### config.mk
export PLATFORM = sky130hd
export DESIGN_NAME = iter_divider
export DESIGN_NICKNAME = d
export VERILOG_FILES = /design/src/rtl/iter_divider.sv
export SDC_FILE = /design/constraint.sdc
export NUM_CORES = 1
export LEC_CHECK = 0
export CORE_MARGIN = 2
export CORE_UTILIZATION = 28
export DETAILED_ROUTE_END_ITERATION = 10
export GPL_TIMING_DRIVEN = 0
export PLACE_DENSITY_LB_ADDON = 0.05
export SYNTH_ARGS = -nofsm -noshare
export SYNTH_HDL_FRONTEND = slang
export SYNTH_SLANG_ARGS = --single-unit
### constraint.sdc
create_clock -name clk -period 3.55 [get_ports clk]
set_input_delay 0.355 -clock clk [delete_from_list [all_inputs] [get_ports clk]]
set_output_delay 0.355 -clock clk [all_outputs]
set_load 0.05 [all_outputs]
### src/rtl/iter_divider.sv
// Multi-cycle radix-2 restoring divider (signed/unsigned) with valid/ready handshakes and flush.
// Optional macro DIV_EARLY_OUT_EN: skip iterations when |x| < |y| (y != 0).
module iter_divider #(
  parameter int unsigned WIDTH = 32,
  parameter int unsigned CNT_W = 6
) (
  input  logic             clk,
  input  logic             resetn,
  input  logic             flush,
  input  logic             in_valid,
  output logic             in_ready,
  input  logic             div_signed,
  input  logic [WIDTH-1:0] x,
  input  logic [WIDTH-1:0] y,
  output logic             out_valid,
  input  logic             out_ready,
  output logic [WIDTH-1:0] q,
  output logic [WIDTH-1:0] r,
  output logic             div_zero
);

  localparam int unsigned EXT_W = WIDTH + 1;
  localparam logic [CNT_W-1:0] LAST_ITER = CNT_W'(WIDTH - 1);

  typedef enum logic [1:0] {
    IDLE = 2'd0,
    CALC = 2'd1,
    FIX  = 2'd2,
    DONE = 2'd3
  } state_e;

  state_e           state_q, state_d;
  logic [CNT_W-1:0] cnt_q, cnt_d;
  logic [WIDTH-1:0] rem_q, rem_d;
  logic [WIDTH-1:0] quo_q, quo_d;
  logic [WIDTH-1:0] dvs_q, dvs_d;
  logic             sign_q_q, sign_q_d;
  logic             sign_r_q, sign_r_d;
  logic [WIDTH-1:0] q_q, q_d;
  logic [WIDTH-1:0] r_q, r_d;
  logic             dz_q, dz_d;
  logic             out_valid_q, out_valid_d;
  logic             in_ready_q, in_ready_d;
`ifdef DIV_EARLY_OUT_EN
  logic             early_q, early_d;
`endif

  logic [WIDTH-1:0] abs_x, abs_y;
  logic [EXT_W-1:0] shifted, trial;

  // Operand magnitudes; 0x80000000 maps to itself and is treated as unsigned.
  always_comb begin
    abs_x = (div_signed && x[WIDTH-1]) ? (WIDTH'(0) - x) : x;
    abs_y = (div_signed && y[WIDTH-1]) ? (WIDTH'(0) - y) : y;
  end

  // One restoring step on the {rem, quo} pair.
  always_comb begin
    shifted = {rem_q, quo_q[WIDTH-1]};
    trial   = shifted - {1'b0, dvs_q};
  end

  always_comb begin
    state_d     = state_q;
    cnt_d       = cnt_q;
    rem_d       = rem_q;
    quo_d       = quo_q;
    dvs_d       = dvs_q;
    sign_q_d    = sign_q_q;
    sign_r_d    = sign_r_q;
    q_d         = q_q;
    r_d         = r_q;
    dz_d        = dz_q;
    out_valid_d = out_valid_q;
`ifdef DIV_EARLY_OUT_EN
    early_d     = early_q;
`endif

    if (flush) begin
      state_d     = IDLE;
      out_valid_d = 1'b0;
      cnt_d       = '0;
    end else begin
      unique case (state_q)
        IDLE: begin
          if (in_valid) begin
            rem_d    = '0;
            quo_d    = abs_x;
            dvs_d    = abs_y;
            sign_q_d = div_signed & (x[WIDTH-1] ^ y[WIDTH-1]);
            sign_r_d = div_signed & x[WIDTH-1];
            dz_d     = (y == '0);
            cnt_d    = '0;
            state_d  = CALC;
`ifdef DIV_EARLY_OUT_EN
            // Short-circuit: quotient is zero and the remainder is the dividend magnitude.
            early_d  = (y != '0) && (abs_x < abs_y);
            if ((y != '0) && (abs_x < abs_y)) begin
              rem_d = abs_x;
              quo_d = '0;
            end
`endif
          end
        end
        CALC: begin
          if (!trial[EXT_W-1]) begin
            rem_d = trial[WIDTH-1:0];
            quo_d = {quo_q[WIDTH-2:0], 1'b1};
          end else begin
            rem_d = shifted[WIDTH-1:0];
            quo_d = {quo_q[WIDTH-2:0], 1'b0};
          end
          cnt_d = CNT_W'(cnt_q + 1'b1);
          if (cnt_q == LAST_ITER) begin
            state_d = FIX;
          end
`ifdef DIV_EARLY_OUT_EN
          if (early_q) begin
            rem_d   = rem_q;
            quo_d   = quo_q;
            cnt_d   = cnt_q;
            state_d = FIX;
          end
`endif
        end
        FIX: begin
          q_d         = sign_q_q ? (WIDTH'(0) - quo_q) : quo_q;
          r_d         = sign_r_q ? (WIDTH'(0) - rem_q) : rem_q;
          out_valid_d = 1'b1;
          state_d     = DONE;
        end
        DONE: begin
          if (out_ready) begin
            out_valid_d = 1'b0;
            state_d     = IDLE;
          end
        end
        default: begin
          state_d     = IDLE;
          out_valid_d = 1'b0;
          cnt_d       = '0;
        end
      endcase
    end

    in_ready_d = (state_d == IDLE);
  end

  always_ff @(posedge clk or negedge resetn) begin
    if (!resetn) begin
      state_q     <= IDLE;
      cnt_q       <= '0;
      rem_q       <= '0;
      quo_q       <= '0;
      dvs_q       <= '0;
      sign_q_q    <= 1'b0;
      sign_r_q    <= 1'b0;
      q_q         <= '0;
      r_q         <= '0;
      dz_q        <= 1'b0;
      out_valid_q <= 1'b0;
      in_ready_q  <= 1'b1;
`ifdef DIV_EARLY_OUT_EN
      early_q     <= 1'b0;
`endif
    end else begin
      state_q     <= state_d;
      cnt_q       <= cnt_d;
      rem_q       <= rem_d;
      quo_q       <= quo_d;
      dvs_q       <= dvs_d;
      sign_q_q    <= sign_q_d;
      sign_r_q    <= sign_r_d;
      q_q         <= q_d;
      r_q         <= r_d;
      dz_q        <= dz_d;
      out_valid_q <= out_valid_d;
      in_ready_q  <= in_ready_d;
`ifdef DIV_EARLY_OUT_EN
      early_q     <= early_d;
`endif
    end
  end

  assign in_ready  = in_ready_q;
  assign out_valid = out_valid_q;
  assign q         = q_q;
  assign r         = r_q;
  assign div_zero  = dz_q;

endmodule

==> results.txt <==
The clock latency on the worst-skew pair is 0.44 ns. The vias per cell came out at about 4.8. The worst setup skew after layout came out at 0.01008 ns. The worst setup path is captured at a flip-flop. The worst hold path belongs to the class in2reg. The leakage power total came out at approximately 5.8 nW. Setup repair after global routing could not meet its margin everywhere. The synthesized design spends more area on one cell type than any other, namely sky130_fd_sc_hd__dfrtp_1. The final layout contains routed wiring with a total length of roughly 34,000 um. In the synthesized netlist the dominant register cell turns out to be sky130_fd_sc_hd__dfrtp_1.

The maximum operating frequency came out at around 0.30 GHz. The chip height came out at about 200 um. The final setup violation count is 0. Yosys mapped a number of flops with a built-in enable equal to 0.

The I/O pin count came out at 137. The accumulated negative setup slack came out at 0 ns. The count of inserted antenna diode cells is 0. The via count of the routed design came out at 9,428.

The number of H-tree branching levels came out at 4. The top-area cell type share of the netlist area is 39.46%. Sequential cells were found to cover approximately two fifths of the synthesized design area. The data required time at the worst endpoint came out at between 3 and 4 ns. The ratio of final minimum period to clock period is a little over nine tenths. The clock buffer count from CTS is 17. The slew at the pin with the worst max-slew slack came out at approximately 0.8 ns. The per-cell routed wire length is 17.29 um.

The startpoint kind of the worst setup timing path is a flip-flop. The count of nets left with antenna violations once routing finished came out at 0. Before CTS, the worst setup slack after placement is -0.6633 ns.

The TritonCTS clock tree is yes. Yosys attributes the largest share of cell area to sky130_fd_sc_hd__dfrtp_1 (39%), sky130_fd_sc_hd__o21ai_0 (9.1%), sky130_fd_sc_hd__xor2_1 (7.7%). The post-route worst hold slack came out at approximately 0.28 ns. The flop and latch count out of synthesis is 173.

The width of the die is roughly 200 um. The minimum clock period after layout is ~3.4 ns. For this run, the share of the core covered by cells in the final layout is around 36%. The maximum fanout along the worst path came out at 10.

The site row count came out at 72. In the post-route analysis, the smallest setup slack over all paths is between 0.15 and 0.2 ns. The remaining design rule violation count is 0. The number of violations reported at the end of detailed-routing iteration 0 came out at about 330. The total power density per cell area is around 680 mW/mm^2. When the netlist entered floorplanning its net count stood at 1,377. The reported max-cap violation count is 0. The number of failing hold endpoints at the final stage came to 0.

The number of pins with negative max-slew slack in the final report is 0. Traced cell by cell, the critical path runs through inv_2 > ha_2 > fa_2 > nand2b_4 > a21oi_2 > o31a_1 > o21a_1 > o21ai_2 > o211ai_2 > a2111oi_4 > nor2_4 > xor2_4 > buf_12 > buf_12 > mux2i_1 > o21ai_1. The clock edge transition at the registers on the reported setup and hold paths came out at approximately 0.070 ns. The maximum vdd drop is about 0.00029 V. For this run, the number of Yosys warnings is 0. The total overflow left after global routing is 0.

The number of buffers inserted by port buffering came out at approximately 140. Once the floorplan was initialized, standard cells occupied 28.29% of the core. The worst setup path is of the reg2reg kind. The die covers a little over 0.04 mm^2. The number of global-route vias before repair is between 9,000 and 10,000. The post-synthesis instance area came out at ~0.011 mm^2. The data arrival time of the critical path came out at 3.67 ns. For this design, the slowest cell found on the critical path is sky130_fd_sc_hd__dfrtp_2. The flow ran to the end, and the final reports show no timing, DRC or antenna violations. The count of mapped cells out of synthesis came out at around 1,300.

The proportion of synthesized flip-flops having asynchronous set or reset is 100.0%. The global placer's final weighted congestion is 0.8144. The area growth from synthesis to layout is 26.53%. The placeable core region is 0.03856 mm^2. The pin count of the biggest net entering global routing came out at 89. The root buffer cell is sky130_fd_sc_hd__clkbuf_16. The maximum count of clock buffers along a single path came out at 2. The dominant cell type by count on the critical path is sky130_fd_sc_hd__buf_12. Synthesis instantiated 64 different standard cells from the library. Averaged over all synthesized cells, the footprint is between 8 and 9 um^2.

The overall global routing resource usage is between 15 and 20%. The largest stage delay on the critical path is 0.43 ns. The total number of clock tree sinks came out at approximately 170. The initial antenna violation count came out at 0. The first TritonRoute pass finished after 5 iterations. The detailed-placement wirelength estimate is around 26,000 um. The ratio of cells with drive above 1 in the final layout came out at ~5.3%. The first global-routing pass estimated approximately 54,000 um of wire. The worst slew margin relative to its limit is between 40% and 50%.

The net count of the finished layout is ~1,500.
[cells in the mapped netlist (all sizes together) (3+ instances only)]
cell type  number
a21o           20
a21oi          49
a22o            5
a22oi           3
a31oi           7
a41o            3
and2            4
buf             5
clkbuf         61
dfrtp         172
ha             37
inv            51
mux2i          33
nand2         211
nand2b         17
nand3           9
nor2           57
nor2b           4
nor3           14
nor4           15
o21ai         205
o21bai          4
o22ai          31
o31ai          24
o41ai          15
or2             3
or3            15
or4            12
xnor2          54
xor2           97
[where the power goes]
group	switching (W)	total (W)	internal, W
Combinational	0.00252	0.00460	0.00208
Sequential	0.000451	0.00270	0.00225
Clock	0.000838	0.00203	0.00119
[cell type report]
type | count | area [um^2]
clock buffer | 24 | 491.7
tap | 518 | 648.1
buffer | 66 | 296.5
fill | 4136 | 24760
inverter | 51 | 191.4
timing repair buffer | 147 | 1499
clock inverter | 8 | 130.1
sequential | 173 | 4333
multi-input combinational | 979 | 6212
[stage by stage]
stage / total power (W) / instances / instance area, um^2
3_5_place_dp: 0.007018 / 1924 / 12950
6_report: 0.009324 / 1966 / 13800
3_3_place_gp: 0.007007 / 1922 / 12910
5_1_grt: 0.01001 / 1966 / 13800
2_1_floorplan: 0.005794 / 1269 / 10910
4_1_cts: 0.009302 / 1963 / 13710
[per-layer routing]
metal	track usage, %	vias up	share of wire [%]
met5	0	-	0
li1	-	4770	-
met2	28.65	153	48
met1	22.53	4487	48
met4	4.596	0	1.2
met3	2.138	18	2.6
[cells by family after synthesis]
logic type / count (synthesis) / share of synthesized area [%]
buffers and inverters: 117 / 4.129
and+or+nand+nor: 374 / 15.66
xor gates and xnor gates: 151 / 12.19
DFF: 173 / 39.70
AOI/OAI and AO/OA: 383 / 20.87
adders and majority gates: 38 / 4.428
muxes: 33 / 3.028
[cells in the final DEF, fill, tap and decap left out, drive strengths merged, types with 3 or more instances in the layout]
master         instances
nand2                211
o21ai                205
dfrtp                172
clkdlybuf4s50        134
xor2                  97
clkbuf                86
nor2                  57
xnor2                 54
inv                   52
a21oi                 49
ha                    37
mux2i                 33
o22ai                 31
o31ai                 24
a21o                  20
nand2b                17
buf                   16
nor4                  15
o41ai                 15
or3                   15
nor3                  14
or4                   12
nand3                  9
a31oi                  7
a22o                   5
nor2b                  4
o21bai                 4
and2                   4
a22oi                  3
a41o                   3
clkinvlp               3
bufinv                 3
or2                    3
[worst max-delay path: cells and delay by family (launching register included)]
kind | cells | cell delay [ns]
AO/OA/AOI/OAI | 7 | 1.40
buffers and inverters | 3 | 0.37
adder cells (fa/ha/maj) | 2 | 0.40
flip-flops | 1 | 0.43
AND/OR/NAND/NOR | 2 | 0.26
XOR/XNOR | 1 | 0.17
multiplexers | 1 | 0.21
[final timing paths]
| check | from | end | slack, ns | cells past startpoint |
|---|---|---|---|---|
| max in group asynchronous | resetn | dvs_q[21]$_DFFE_PN0P_ | 2.17 | 3 |
| worst max register to register | quo_q[31]$_DFFE_PN0P_ | rem_q[11]$_DFFE_PN0P_ | 0.19 | 16 |
| min in group asynchronous | resetn | q[25]$_DFFE_PN0P_ | 0.47 | 2 |
| worst max-delay path | quo_q[31]$_DFFE_PN0P_ | rem_q[11]$_DFFE_PN0P_ | 0.19 | 16 |
| worst min register to register | q[9]$_DFFE_PN0P_ | q[9]$_DFFE_PN0P_ | 0.47 | 2 |
| worst min-delay path | flush | out_valid$_DFFE_PN0P_ | 0.28 | 2 |
[sequential cells by signal, summed over array words and instances (netlist names)]
name       cells
r             32
out_valid      1
quo_q         32
cnt_q          6
div_zero       1
state_q        2
dvs_q         32
rem_q         32
sign_r_q       1
q             32
in_ready       1
sign_q_q       1
[timing repair]
| item | in CTS | in global routing |
|---|---|---|
| gates resized for setup | 16 | 18 |
| hold endpoints to repair | 84 | 0 |
| pin swaps | 6 | 6 |
| cloned | 0 | 1 |
| hold buffers | 1 | 0 |
| endpoints found under the setup margin | 33 | 35 |
| buffers inserted | 6 | 2 |
Power figures use the tool's default switching activity.
